## config.mk

```make
export PLATFORM = sky130hd
export DESIGN_NAME = condlogic
export DESIGN_NICKNAME = d
export VERILOG_FILES = /design/src/rtl/arm_pkg.sv /design/src/rtl/condcheck.sv /design/src/rtl/condlogic.sv
export SDC_FILE = /design/constraint.sdc
export NUM_CORES = 1
export LEC_CHECK = 0
export ABC_AREA = 1
export CORE_AREA = 2 2 39 41
export CTS_CLUSTER_DIAMETER = 100
export DETAILED_ROUTE_END_ITERATION = 12
export DIE_AREA = 0 0 41 43
export GPL_ROUTABILITY_DRIVEN = 0
export GPL_TIMING_DRIVEN = 0
export PLACE_DENSITY = 0.68
export SLEW_MARGIN = 20
export SYNTH_ARGS = -nofsm -noshare
export SYNTH_HDL_FRONTEND = slang
export SYNTH_SLANG_ARGS = --single-unit
```

## constraint.sdc

```tcl
create_clock -name clk -period 1.3 [get_ports clk]
set_input_delay 0.195 -clock clk [delete_from_list [all_inputs] [get_ports clk]]
set_output_delay 0.195 -clock clk [all_outputs]
set_load 0.02 [all_outputs]
```

## src/rtl/arm_pkg.sv

```systemverilog
// Shared ARM controller definitions: condition-code encodings and NZCV flag bit positions.
// Pure constants; no latency or flow control involved.
package arm_pkg;

  localparam logic [3:0] COND_EQ = 4'b0000;
  localparam logic [3:0] COND_NE = 4'b0001;
  localparam logic [3:0] COND_CS = 4'b0010;
  localparam logic [3:0] COND_CC = 4'b0011;
  localparam logic [3:0] COND_MI = 4'b0100;
  localparam logic [3:0] COND_PL = 4'b0101;
  localparam logic [3:0] COND_VS = 4'b0110;
  localparam logic [3:0] COND_VC = 4'b0111;
  localparam logic [3:0] COND_HI = 4'b1000;
  localparam logic [3:0] COND_LS = 4'b1001;
  localparam logic [3:0] COND_GE = 4'b1010;
  localparam logic [3:0] COND_LT = 4'b1011;
  localparam logic [3:0] COND_GT = 4'b1100;
  localparam logic [3:0] COND_LE = 4'b1101;
  localparam logic [3:0] COND_AL = 4'b1110;
  localparam logic [3:0] COND_NV = 4'b1111;

  localparam int FLAG_N = 3;
  localparam int FLAG_Z = 2;
  localparam int FLAG_C = 1;
  localparam int FLAG_V = 0;

endpackage

```

## src/rtl/condcheck.sv

```systemverilog
// 16-way ARM condition decoder (Cond, NZCV -> CondEx); purely combinational, zero latency.
// No flow control: output follows inputs in the same cycle.
module condcheck
  import arm_pkg::*;
(
  input  logic [3:0] Cond,
  input  logic [3:0] Flags,
  output logic       CondEx
);

  logic n, z, c, v, ge;

  assign n  = Flags[FLAG_N];
  assign z  = Flags[FLAG_Z];
  assign c  = Flags[FLAG_C];
  assign v  = Flags[FLAG_V];
  assign ge = (n == v);

  always_comb begin
    CondEx = 1'b0;
    case (Cond)
      COND_EQ: CondEx = z;
      COND_NE: CondEx = ~z;
      COND_CS: CondEx = c;
      COND_CC: CondEx = ~c;
      COND_MI: CondEx = n;
      COND_PL: CondEx = ~n;
      COND_VS: CondEx = v;
      COND_VC: CondEx = ~v;
      COND_HI: CondEx = c & ~z;
      COND_LS: CondEx = ~c | z;
      COND_GE: CondEx = ge;
      COND_LT: CondEx = ~ge;
      COND_GT: CondEx = ~z & ge;
      COND_LE: CondEx = z | ~ge;
      COND_AL: CondEx = 1'b1;
      default: CondEx = 1'b0;
    endcase
  end

endmodule

```

## src/rtl/condlogic.sv

```systemverilog
// Conditional-execution unit: holds NZCV, gates FSM write requests; flags visible 1 cycle after write,
// condition gates write enables 1 cycle after evaluation. No backpressure; sequencing is upstream.
module condlogic
  import arm_pkg::*;
(
  input  logic       clk,
  input  logic       reset,
  input  logic [3:0] Cond,
  input  logic [3:0] ALUFlags,
  input  logic [1:0] FlagW,
  input  logic       PCS,
  input  logic       NextPC,
  input  logic       RegW,
  input  logic       MemW,
  output logic       PCWrite,
  output logic       RegWrite,
  output logic       MemWrite,
  output logic [3:0] Flags
);

  logic       CondEx;
  logic       CondExDelayed;
  logic [1:0] FlagWrite;

  // Evaluated against the registered flags, so a flag-setting instruction sees the old flags.
  condcheck u_condcheck (
    .Cond   (Cond),
    .Flags  (Flags),
    .CondEx (CondEx)
  );

  assign FlagWrite = FlagW & {2{CondEx}};

  always_ff @(posedge clk) begin
    if (reset) begin
      Flags         <= 4'b0000;
      CondExDelayed <= 1'b0;
    end else begin
      if (FlagWrite[1]) Flags[FLAG_N:FLAG_Z] <= ALUFlags[FLAG_N:FLAG_Z];
      if (FlagWrite[0]) Flags[FLAG_C:FLAG_V] <= ALUFlags[FLAG_C:FLAG_V];
      CondExDelayed <= CondEx;
    end
  end

  // NextPC is the fetch-time PC increment and must never be suppressed by a condition.
  assign PCWrite  = (PCS & CondExDelayed) | NextPC;
  assign RegWrite = RegW & CondExDelayed;
  assign MemWrite = MemW & CondExDelayed;

endmodule

```

* After elaboration in Yosys (flattened, before gate mapping)
Index checks and enable logic that the tools add are counted.
** Word-level totals
- Register bits after elaboration :: 5
- Bits of input ports :: 16
- Output and inout bits :: 7
** Operators by class
- Equal/unequal tests :: 15
- Muxes and demuxes :: 1
- Bitwise logic cells :: 14
- Reductions and logical operators :: 1
** Operators by type and width (number)
- 4-bit equality test (second input constant) :: 7
- 4-bit by 3-bit equality test with 1-bit output (second input constant) :: 4
- 1-bit case mux with 15 select lines :: 1
- 4-bit by 2-bit equality test with 1-bit output (second input constant) :: 2
- 1-bit AND :: 5
- 1-bit NOT :: 5
- 4-bit by 1-bit equality test with 1-bit output (second input constant) :: 1
- 4-bit zero test :: 1
- 1-bit bitwise OR :: 3
- 2-bit AND :: 1
- 1-bit equality test :: 1

* Longest topological paths before layout
Gate-level depths: netlist of the first run.
- Depth after elaboration :: 5
- Depth in mapped cells :: 12
- Depth with buffers taken out :: 12

* Modules after synthesis
A second synthesis of the first run with hierarchy kept.
** Unflattened totals
- Cell total of the unflattened synthesis :: 90
- Area, all modules :: 445.4 µm²
** By module, submodules not included
- condcheck :: instances 1, cells each 55, area each 229.0 µm², sequential area each 0.0 µm²
- condlogic :: instances 1, cells each 35, area each 216.5 µm², sequential area each 100.1 µm²

* Least setup slack after synthesis of the first run
No wires, ideal clock.
- Kind :: register to register
- From :: reg Flags[0]
- To :: reg Flags[2]
- Data arrival time :: 1253 ps
- Required time :: 1185 ps
- Setup slack :: -68 ps
- Stages on the path, launching flop included :: 10
- Buffers on the path :: 0
- Cells stage by stage :: dfxtp_1 > inv_1 > nand2_1 > nand3_1 > nand3_1 > nand2_2 > nor2_4 > nand2_4 > a21oi_1 > nor2_1
** Between the ends
- Longest elaborated chain between the ends :: 5
- Elaborated cells between the ends (all ways) :: 7
- Those cells by class :: eq/ne (1); mux (1); bitwise (5)
** Ends and longest elaborated chain
- start, declared :: line condlogic.sv:18 : output logic [3:0] Flags
- start signal, assigned by index :: line condlogic.sv:39 : if (FlagWrite[1]) Flags[FLAG_N:FLAG_Z] <= ALUFlags[FLAG_N:FLAG_Z];
- start signal, assigned by index :: line condlogic.sv:40 : if (FlagWrite[0]) Flags[FLAG_C:FLAG_V] <= ALUFlags[FLAG_C:FLAG_V];
- 1-bit equality test :: line condcheck.sv:17 : assign ge = (n == v);
- 1-bit NOT :: line condcheck.sv:33, condcheck.sv:35
- 1-bit bitwise OR :: line condcheck.sv:35 : COND_LE: CondEx = z | ~ge;
- 1-bit case mux with 15 select lines * :: line condcheck.sv:21 : case (Cond)
- 2-bit AND * :: line condlogic.sv:32 : assign FlagWrite = FlagW & {2{CondEx}};
Mark *: on every way between the ends. The rest lies on a longest branch, timed or not.
A chain may end at the register's enable or synchronous reset.

* Worst setup path after layout of the first run
- From :: reg Flags[3]
- To :: reg Flags[0]
The elaborated chain is that of the path after synthesis.

==> results of run 1 <==
[state kept, by name, summed over array words and instances, names as in the netlist]
| signal | count |
|---|---|
| Flags | 4 |
| CondExDelayed | 1 |
[layout make-up]
| class | instances | share of cell area [%] |
|---|---|---|
| Tap cell | 16 | 2.42 |
| Inverter | 17 | 7.73 |
| Clock buffer | 3 | 2.73 |
| Sequential cell | 5 | 13.5 |
| Clock inverter | 1 | 0.606 |
| Timing Repair Buffer | 28 | 31.5 |
| Multi-Input combinational cell | 61 | 41.5 |
[critical path: stages (launching register included)]
cell,delay (ns)
dfxtp_4,0.35
buf_6,0.12
nand2_4,0.07
nand2_2,0.04
nand2_1,0.05
nand2_1,0.05
nand2_1,0.07
nand2_2,0.06
nor2_4,0.11
nand2_4,0.10
a21oi_2,0.13
nor2_1,0.06
[cells in the mapped netlist, types with 2 or more instances]
cell type | count | area [um2]
nand2_1 | 25 | 93.8
inv_1 | 17 | 63.8
a21oi_1 | 6 | 30.0
dfxtp_1 | 5 | 100
nand2_2 | 2 | 12.5
nand3_1 | 11 | 55.1
nor2_1 | 10 | 37.5
[power groups by stage]
| stage | combinational (W) | sequential, W | clock, W |
|---|---|---|---|
| finish | 0.000302 | 0.000193 | 0.000181 |
| global route | 0.000330 | 0.000195 | 0.000198 |
| CTS | 0.000276 | 0.000194 | 0.000185 |
| detailed placement | 0.000247 | 0.000196 | 0 |
| global placement | 0.000244 | 0.000195 | 0 |
| floorplan | 0.000122 | 0.000208 | 0 |
[layout by cell type (no fill, tap or decap), types with 2 or more instances in the layout]
cell,instances
nand2_2,6
dfxtp_4,3
nand3_1,8
nand3_2,3
nand2_4,2
inv_2,3
a21oi_2,6
clkdlybuf4s50_1,11
nand2_1,20
nor2_4,2
clkbuf_4,3
buf_4,4
dfxtp_1,2
buf_6,2
nor2_1,9
inv_1,14
dlygate4sd2_1,10
[per-stage QoR]
step	cell area [um2]	util [%]	std cells	hold WS, ns	setup TNS, ns
final	826	59.7	131	0.508	-0.0385
after global routing	826	59.7	131	0.532	-0.370
after CTS	778	56.2	129	0.509	-0.160
after detailed placement	692	50.0	121	0.507	-2.56
after global placement	692	50.0	121	0.490	-2.47
after floorplan	452	-	83	0.264	0
[layer usage]
layer	vias to the layer above	routed length (um)
met4	0	15
li1	317	-
met3	2	63
met5	-	0
met1	245	510
met2	18	663
[timing repair]
action | in CTS | in global routing
resized for setup | 26 | 10
endpoints found under the setup margin | 11 | 5
pin swaps | 4 | 11
buffers inserted | 4 | 2
[worst paths after layout]
kind              startpoint  endpoint  depth (start not counted)
setup reg to reg    Flags[3]  Flags[0]                         11
hold / removal      Flags[1]  Flags[1]                          2
setup / recovery    Flags[3]  Flags[0]                         11
hold reg to reg     Flags[1]  Flags[1]                          2
[kinds of logic (layout without fill, tap and decap cells)]
group | after synthesis | count (layout)
buffers and inverters | 17 | 49
AO/OA/AOI/OAI | 9 | 9
AND/OR/NAND/NOR | 52 | 52
flip-flops | 5 | 5
==> impl_results.md, run 1 <==
* Router iterations before antenna repair at 3
* Die area at between 1500 and 2000 um2
* Pin slew with the least headroom to its limit at 0.225 ns
* First-pass GRT wire length at roughly 2000 um
* Gate power share at between 40% and 50%
* Largest family of logic cells by synthesized area: simple AND/OR/NAND/NOR gates
* Pleak at around 0.45 nW
* Startpoint types: flip-flop
* CP required at approximately 1.4 ns
* Vias per cell at 4.44
* F_max at 0.757 GHz
* Min cycle time layout at 1.32 ns
* Area Overhead vs Synth at 84.4%
* Gr usage total at about 16%
* RSZ-0062 raised after global routing: true
* Reg clk slew, reported paths at about 0.050 ns
* Reg-to-reg slack, setup at -0.02 ns
* Post-synthesis compound-gate area fraction at about 11%
* Fillers at around 130
* Fin. Hold Viols at 0
* Met3 Resource Use GR at 1.57%
* Post-Synth Adder-Cell Area at 0%
* Clock Tree Root: clkbuf_4
* Gr ovfl total at 0
* Clk_lat worst skew at between 0.2 and 0.3 ns
* Crit Path Class: reg2reg
* CTS max path bufs at 2
* Seq cells post-synth at 5
* Syn Area/Cell at 5.40 um2
* Storage cell area at around 110 um2
* Multi-input logic area at roughly 340 um2
* Max-cap violations at 0
* Die height at between 40 and 50 um
* Sequential element share of the synthesized area at between 20% and 30%
* IO Pins at 23
* Drt drc at 0
* Clock group share of total power at 26.8%
* DR vias at just under 600
* DRC violation total after the first TritonRoute iteration at 9
* Async set-reset flop share out of synthesis at 0%
* Core ar. at 1380 um2
* Pwr Total at 0.000676 W
* Final worst-path setup slack at -0.0206 ns
* # rows at 14
* Pin count of the biggest net entering global routing at 9
* Vias in the first global route at 523
* Routed WL at around 1300 um
* Ys Warns at 0
* HP Class: reg2reg
* Sequential Power Share at between 20% and 30%
* Status: finished, violations left
* Final Skew at 0.00758 ns
* DP HPWL at 874 um
* Layout cell share with drive strength beyond 1 at a little under a third
* Met1 GRT Util at 17.7%
* Power Internal at 0.000427 W
* Post-synth EDFFs at 0
* Nets at 132
* Power density cells at slightly above 800 nW/um2
* CTS Hold Bufs at 0
* Post-Syn Nets at between 90 and 100
* Setup crit end kind: flip-flop
* Most Crowded Layer GR: met2
* Pre-CTS setup slack at -0.423 ns
* Syn Inst Count at just over 80
* Crit path DAT at between 1 and 1.5 ns
* ANT nets after route at 0
* CTS buffer count at 3
* Initial antenna violation count at 0
* Setup violators final at 2
* Switching pwr at approximately 0.00025 W
* WL per Instance at between 9 and 10 um
* CTS Sinks at 5
* Final Cycle Share at 102%
* Chip width at 41 um
* Starting Density at roughly 32%
* Post-Synth XOR/XNOR Area at 0%
* N_diodes at 0
* Met2 Usage GRT at around 28%
* CTS tree: yes
* Sw Ratio at 36.8%
* Worst vdd ir at approximately 0.44 mV
* Mux share of post-synthesis cell area at 0%
* IO buf count at 22
* Crit path max fanout at 8
* Slew Viols, Final at 0
* Synth Flop Type: dfxtp_1
* Post-Synth Simple-Gate Area at about 52%
* Post-synthesis cell type count at 14
* Slew headroom at 85.0%
* CTS H-tree lvls at 1
* Post-synth design cell area at ~450 um2
* Violated checks: negative setup slack
(Power assumes the default switching activity.)
==> run 2: changes to the inputs <==
CTS_CLUSTER_SIZE = 16   (was unset)
==> results of run 2 <==
No change in the layout: final DEF, timing and power equal those of run 1.
